### src/rtl/nw_traceback.sv
// Needleman-Wunsch traceback: walks a finished score matrix from the far corner to the origin
// and streams the edit ops (last op first) over a valid/ready handshake.
module nw_traceback #(
  parameter int LENGTH   = 10,
  parameter int CWIDTH   = 2,
  parameter int SWIDTH   = 16,
  parameter int MATCH    = 1,
  parameter int INDEL    = -1,
  parameter int MISMATCH = -1,
  localparam int AW      = $clog2(LENGTH)
) (
  input  logic                     clk,
  input  logic                     rst,
  input  logic                     start,
  input  logic [LENGTH*CWIDTH-1:0] s1,
  input  logic [LENGTH*CWIDTH-1:0] s2,
  output logic                     busy,
  output logic                     rd_en,
  output logic [AW-1:0]            rd_row,
  output logic [AW-1:0]            rd_col,
  input  logic signed [SWIDTH-1:0] rd_data,
  output logic                     op_valid,
  input  logic                     op_ready,
  output logic [1:0]               op,
  output logic [CWIDTH-1:0]        op_a,
  output logic [CWIDTH-1:0]        op_b,
  output logic                     op_last,
  output logic                     done,
  output logic                     err
);

  typedef enum logic [2:0] {
    S_IDLE, S_LOAD, S_CHK_DIAG, S_CHK_UP, S_CHK_LEFT, S_EMIT, S_DONE
  } state_t;

  typedef enum logic [1:0] {
    OP_MATCH = 2'b00, OP_MISMATCH = 2'b01, OP_UP = 2'b10, OP_LEFT = 2'b11
  } op_t;

  localparam logic signed [SWIDTH-1:0] W_MATCH    = SWIDTH'(MATCH);
  localparam logic signed [SWIDTH-1:0] W_MISMATCH = SWIDTH'(MISMATCH);
  localparam logic signed [SWIDTH-1:0] W_INDEL    = SWIDTH'(INDEL);
  localparam logic signed [AW:0]       IDX_ONE    = (AW+1)'(1);
  localparam logic signed [AW:0]       IDX_LAST   = (AW+1)'(LENGTH-1);

  state_t                    state;
  logic [1:0]                rphase;   // 0: issue read, 1: wait, 2: rd_data valid
  logic signed [AW:0]        i, j;
  logic signed [SWIDTH-1:0]  cur;
  logic [CWIDTH-1:0]         a_q [LENGTH];
  logic [CWIDTH-1:0]         b_q [LENGTH];

  logic signed [AW:0]        ni, nj, i_nxt, j_nxt;
  logic                      nb_virt, need_read, take, chars_eq;
  logic signed [SWIDTH-1:0]  nb_score, diag_w;
  logic [CWIDTH-1:0]         ch_a, ch_b;
  op_t                       nop;

  // Score of a cell outside the matrix; only called with at least one negative index.
  function automatic logic signed [SWIDTH-1:0] edge_score(input logic signed [AW:0] r,
                                                          input logic signed [AW:0] c);
    logic signed [SWIDTH-1:0] k;
    k = r[AW] ? SWIDTH'(c) : SWIDTH'(r);
    if (r[AW] && c[AW]) return '0;
    return (k + SWIDTH'(1)) * W_INDEL;
  endfunction

  always_comb begin
    // NOTE: every always_comb output gets a default first so no path leaves it unassigned (no latches).
    ni    = i;
    nj    = j;
    take  = 1'b0;
    nop   = OP_MATCH;
    i_nxt = i;
    j_nxt = j;
    case (state)
      S_LOAD:     begin ni = IDX_LAST;    nj = IDX_LAST;    end
      S_CHK_DIAG: begin ni = i - IDX_ONE; nj = j - IDX_ONE; end
      S_CHK_UP:   ni = i - IDX_ONE;
      S_CHK_LEFT: nj = j - IDX_ONE;
      default:    ;
    endcase

    nb_virt   = ni[AW] | nj[AW];
    nb_score  = nb_virt ? edge_score(ni, nj) : rd_data;
    need_read = (state inside {S_LOAD, S_CHK_DIAG, S_CHK_UP, S_CHK_LEFT}) &&
                !nb_virt && (rphase != 2'd2);

    ch_a     = a_q[i[AW-1:0]];
    ch_b     = b_q[j[AW-1:0]];
    chars_eq = (ch_a == ch_b);
    diag_w   = chars_eq ? W_MATCH : W_MISMATCH;

    // Tie priority diag > UP > LEFT falls out of the CHK state order.
    case (state)
      S_CHK_DIAG: begin
        if (i[AW]) begin
          take = 1'b1; nop = OP_LEFT; j_nxt = nj;
        end else if (j[AW]) begin
          take = 1'b1; nop = OP_UP; i_nxt = ni;
        end else if (cur == nb_score + diag_w) begin
          take  = 1'b1;
          nop   = chars_eq ? OP_MATCH : OP_MISMATCH;
          i_nxt = ni;
          j_nxt = nj;
        end
      end
      S_CHK_UP: if (cur == nb_score + W_INDEL) begin
        take = 1'b1; nop = OP_UP; i_nxt = ni;
      end
      S_CHK_LEFT: if (cur == nb_score + W_INDEL) begin
        take = 1'b1; nop = OP_LEFT; j_nxt = nj;
      end
      default: ;
    endcase
  end

  always_ff @(posedge clk) begin
    // NOTE: sequential state uses non-blocking assignments only, so every register samples pre-edge values.
    if (rst) begin
      // NOTE: the latched strings are deliberately left out of reset; they are always rewritten before use.
      state    <= S_IDLE;
      rphase   <= 2'd0;
      i        <= '0;
      j        <= '0;
      cur      <= '0;
      busy     <= 1'b0;
      rd_en    <= 1'b0;
      rd_row   <= '0;
      rd_col   <= '0;
      op_valid <= 1'b0;
      op       <= '0;
      op_a     <= '0;
      op_b     <= '0;
      op_last  <= 1'b0;
      done     <= 1'b0;
      err      <= 1'b0;
    end else if (need_read) begin
      if (rphase == 2'd0) begin
        rd_en  <= 1'b1;
        rd_row <= ni[AW-1:0];
        rd_col <= nj[AW-1:0];
        rphase <= 2'd1;
      end else begin
        rd_en  <= 1'b0;
        rphase <= 2'd2;
      end
    end else begin
      case (state)
        S_IDLE: begin
          done <= 1'b0;
          // A start coinciding with the done pulse is dropped.
          if (start && !done) begin
            busy  <= 1'b1;
            err   <= 1'b0;
            i     <= IDX_LAST;
            j     <= IDX_LAST;
            for (int k = 0; k < LENGTH; k++) begin
              a_q[k] <= s1[k*CWIDTH +: CWIDTH];
              b_q[k] <= s2[k*CWIDTH +: CWIDTH];
            end
            state <= S_LOAD;
          end
        end
        S_LOAD: begin
          cur    <= nb_score;
          rphase <= 2'd0;
          state  <= S_CHK_DIAG;
        end
        S_CHK_DIAG, S_CHK_UP, S_CHK_LEFT: begin
          rphase <= 2'd0;
          if (take) begin
            op_valid <= 1'b1;
            op       <= nop;
            op_a     <= (nop != OP_LEFT) ? ch_a : '0;
            op_b     <= (nop != OP_UP)   ? ch_b : '0;
            op_last  <= (&i_nxt) & (&j_nxt);
            cur      <= nb_score;
            i        <= i_nxt;
            j        <= j_nxt;
            state    <= S_EMIT;
          end else if (state == S_CHK_DIAG) begin
            state <= S_CHK_UP;
          end else if (state == S_CHK_UP) begin
            state <= S_CHK_LEFT;
          end else begin
            err   <= 1'b1;
            state <= S_DONE;
          end
        end
        S_EMIT: if (op_ready) begin
          op_valid <= 1'b0;
          op_last  <= 1'b0;
          state    <= op_last ? S_DONE : S_CHK_DIAG;
        end
        S_DONE: begin
          done  <= 1'b1;
          busy  <= 1'b0;
          state <= S_IDLE;
        end
        default: state <= S_IDLE;
      endcase
    end
  end

endmodule

### config.mk
export PLATFORM = sky130hd
export DESIGN_NAME = nw_traceback
export DESIGN_NICKNAME = d
export VERILOG_FILES = /design/src/rtl/nw_traceback.sv
export SDC_FILE = /design/constraint.sdc
export NUM_CORES = 1
export LEC_CHECK = 0
export CAP_MARGIN = 20
export CORE_UTILIZATION = 50
export CTS_BUF_LIST = sky130_fd_sc_hd__clkbuf_8
export DETAILED_ROUTE_END_ITERATION = 12
export GPL_ROUTABILITY_DRIVEN = 0
export PLACE_DENSITY = 0.75
export SYNTH_ARGS = -nofsm -noshare
export SYNTH_HDL_FRONTEND = slang
export SYNTH_SLANG_ARGS = --single-unit
### constraint.sdc
create_clock -name clk -period 5.8 [get_ports clk]
set_input_delay 1.45 -clock clk [delete_from_list [all_inputs] [get_ports clk]]
set_output_delay 1.45 -clock clk [all_outputs]
set_load 0.01 [all_outputs]
==> results.cfg <==
[global_route]
overflow = 0
grt_usage_pct = 27.5
antenna_found_initial = 0
grt_max_degree = 49
grt_pass1_wl_um = 31100
first_global_vias = 6279

[clocking]
cts_buffer_depth = 2
cts_tree = yes
clk_latency_ns = 0.39
cts_root_buf = clkbuf_8
cts.clk_slew.worst_paths_ns = 0.11
cts_buffers = 9
hold_buffers = 0
htree_levels = 3
clock-sinks = 99

[sta]
whs_ns = 0.454
slew_headroom_pct = 33.1
post-route-period-util_pct = 97.2
drv_slew = 0
worstMarginPinSlew_ns = 1.00
clock-skew-final_ns = 0.0123
hold_viol = 0
period_minus_slack_ns = 5.64
finalSetupViolCount = 0
fmax_ghz = 0.177
fin_tns_setup_ns = 0

[setup_path]
path_max_fanout = 9
rr_startpoint = i[0]$_SDFFE_PP0P_
r2r_slack_ns = 0.16
path_class = register to register
worst_r2r_path_depth = 24
critical_path_buf_inv_count = 4
crit_chain = inv_1, ha_1, or3b_4, o211a_4, or2_1, buf_4, or3_4, and2_4, ha_4, buf_6, nand3_1, a21boi_2, nor4b_1, nor2_1, o22ai_1, mux2_1, or4_4, o31ai_4, nand2_1, and2_4, a21oi_4, clkbuf_16, mux2i_1, nor2_1
crit_slowest_cell = or4_4
r2r_end = cur[12]$_SDFFE_PP0P_
end_kind = register
arrival_ns = 5.89
start_kind = register
required_ns = 6.05
slowest_delay_ns = 0.54
cp_top_family = simple AND/OR/NAND/NOR gates

[logic_synthesis]
synth_top_area_share_pct = 17.5
synthMuxAreaShare_pct = 8.48
synth_top_family_by_area = compound AO/OA/AOI/OAI gates
ys.flop_type = dfxtp_1
yosys_warnings = 0
synth-simple-area-share_pct = 20.7
synth_fa_ha_area_share_pct = 3.38
syn_area_um2 = 6880
synth-compound-area-share_pct = 21.3
yosysSeqAreaShare_pct = 34.6
synth_largest_area_cell = edfxtp_1
synth_edf_count = 40
synth-xor-area-share_pct = 5.93
async_flop_share_pct = 0
synth-seq-cells = 99
ys_types = 93
syn_avg_cell_area_um2 = 8.98
synth_area_leaders = edfxtp_1 17%, dfxtp_1 17%, nor2_1 4.9%
synthCells = 766
syn_nets = 844

[final_layout]
diodes = 0
layout_common_cells = 88 x nor2_1, 78 x clkdlybuf4s50_1, 63 x buf_4
fin_area_um2 = 8520
final_common_cell = nor2_1
area_delta_synth_final_pct = 23.9
utilization_pct = 63.8
nets = 946
drive_gt1_share_pct = 18.3

[pwr]
p_total_mw = 5.14
peakVddDrop_v = 0.000286
power_leakage_nw = 3.09
p_per_area_nw_per_um2 = 603

[hold_path]
holdPathStages = 2
min_to = err$_SDFFE_PP0P_
hold_class = register to register
min_from = err$_SDFFE_PP0P_

[placed_design]
placed_area_um2 = 8110
portBuffers = 79
dp_hpwl_um = 14100

[die]
rows = 42
core_um2 = 13300
die_h_um = 119
start_util_pct = 51.5
die_area_um2 = 14200
ios = 80
die_x_um = 119

[job]
maxCapViolCount = 0

[routing]
drc = 0
dr.pass1.iters = 5
avgRoutedWirePerCell_um = 18.5
wl_um = 19300
via_per_inst = 6.18
ant_nets = 0
vias = 6475
drt_iter0_markers = 667

[status]
status = complete, no violations
[layer usage]
metal	track usage [%]	wire (um)	share of wire [%]
met5	0	0	0
met4	11.9	633	3.3
met3	5.22	1490	7.7
met2	44.7	9030	47
met1	35.5	8200	42
[repair_timing]
item                       CTS  global route
gates resized for setup      1            34
setup buffers                0             5
hold endpoints to repair     0             0
setup endpoints to repair    2            40
pin swaps                    0             9
gates cloned                 0             1
[tightest hold or removal path, delay by kind of cell (launching register included)]
family / cells / cell delay (ns)
DFF: 1 / 0.32
buffers and inverters: 1 / 0.05
AOI/OAI and AO/OA: 1 / 0.05
[cells in the mapped netlist, types with 8 or more instances]
library cell  number
mux2i_1           31
a21oi_1           53
o21ai_0           31
a31oi_1            8
nor3_1            17
ha_1              17
nor4_1             9
clkbuf_1          38
a211oi_1          10
nor2_1            89
buf_2              9
dfxtp_1           59
nand2b_1          14
inv_1             24
xor2_1            19
xnor2_1           25
nor2b_1            9
nand3_1           18
nand2_1           50
edfxtp_1          40
mux4_2             8
[logic make-up after synthesis]
family | count (synthesis)
and+or+nand+nor | 269
xor gates and xnor gates | 45
buffers and inverters | 82
AOI/OAI and AO/OA | 206
adders and majority gates | 18
DFF | 99
muxes | 47
[sequential cells by signal, summed over array words and instances (netlist names), 3 cells and up, named ones only]
signal  flops
rd_col      4
a_q        20
j           5
i           5
rd_row      4
cur        16
state       3
b_q        20
[how the worst max path moves through the flow]
| stage | from | to | slack (ns) | cells past startpoint |
|---|---|---|---|---|
| 6_report | i[0]$_SDFFE_PP0P_ | cur[12]$_SDFFE_PP0P_ | 0.16 | 24 |
| 5_1_grt | j[1]$_SDFFE_PP0P_ | cur[7]$_SDFFE_PP0P_ | -0.04 | 23 |
| 4_1_cts | i[0]$_SDFFE_PP0P_ | register | 0.04 | 22 |
| 3_5_place_dp | rd_data[7] | register | -0.13 | 17 |
| 3_3_place_gp | rd_data[7] | j[2]$_SDFFE_PP0P_ | 0.03 | 18 |
| 2_1_floorplan | i[0]$_SDFFE_PP0P_ | cur[11]$_SDFFE_PP0P_ | 0.03 | 27 |
[through the flow]
step           std cells  setup WS (ns)
2_1_floorplan        766         0.0321
3_3_place_gp        1026         0.0291
3_5_place_dp        1026         -0.133
4_1_cts             1041         0.0374
5_1_grt             1048        -0.0405
6_report            1048          0.165
[power by group]
part / total [mW] / internal, mW / switching, mW / leakage (nW)
registers: 1.04 / 0.876 / 0.164 / 0.853
clock network: 0.482 / 0.207 / 0.275 / 0.105
logic: 3.62 / 1.60 / 2.02 / 2.14
total: 5.14 / 2.68 / 2.46 / 3.09
[cell type report]
class / count / area (um2)
clock buffers: 9 / 124
fillers: 1139 / 4830
repair buffers: 149 / 1370
flip-flops and latches: 99 / 2390
clock inverters: 6 / 83.8
inverters: 24 / 90.1
multi-input cells: 585 / 4250
well taps: 176 / 220
No activity file was read; power rests on OpenSTA's default activity.
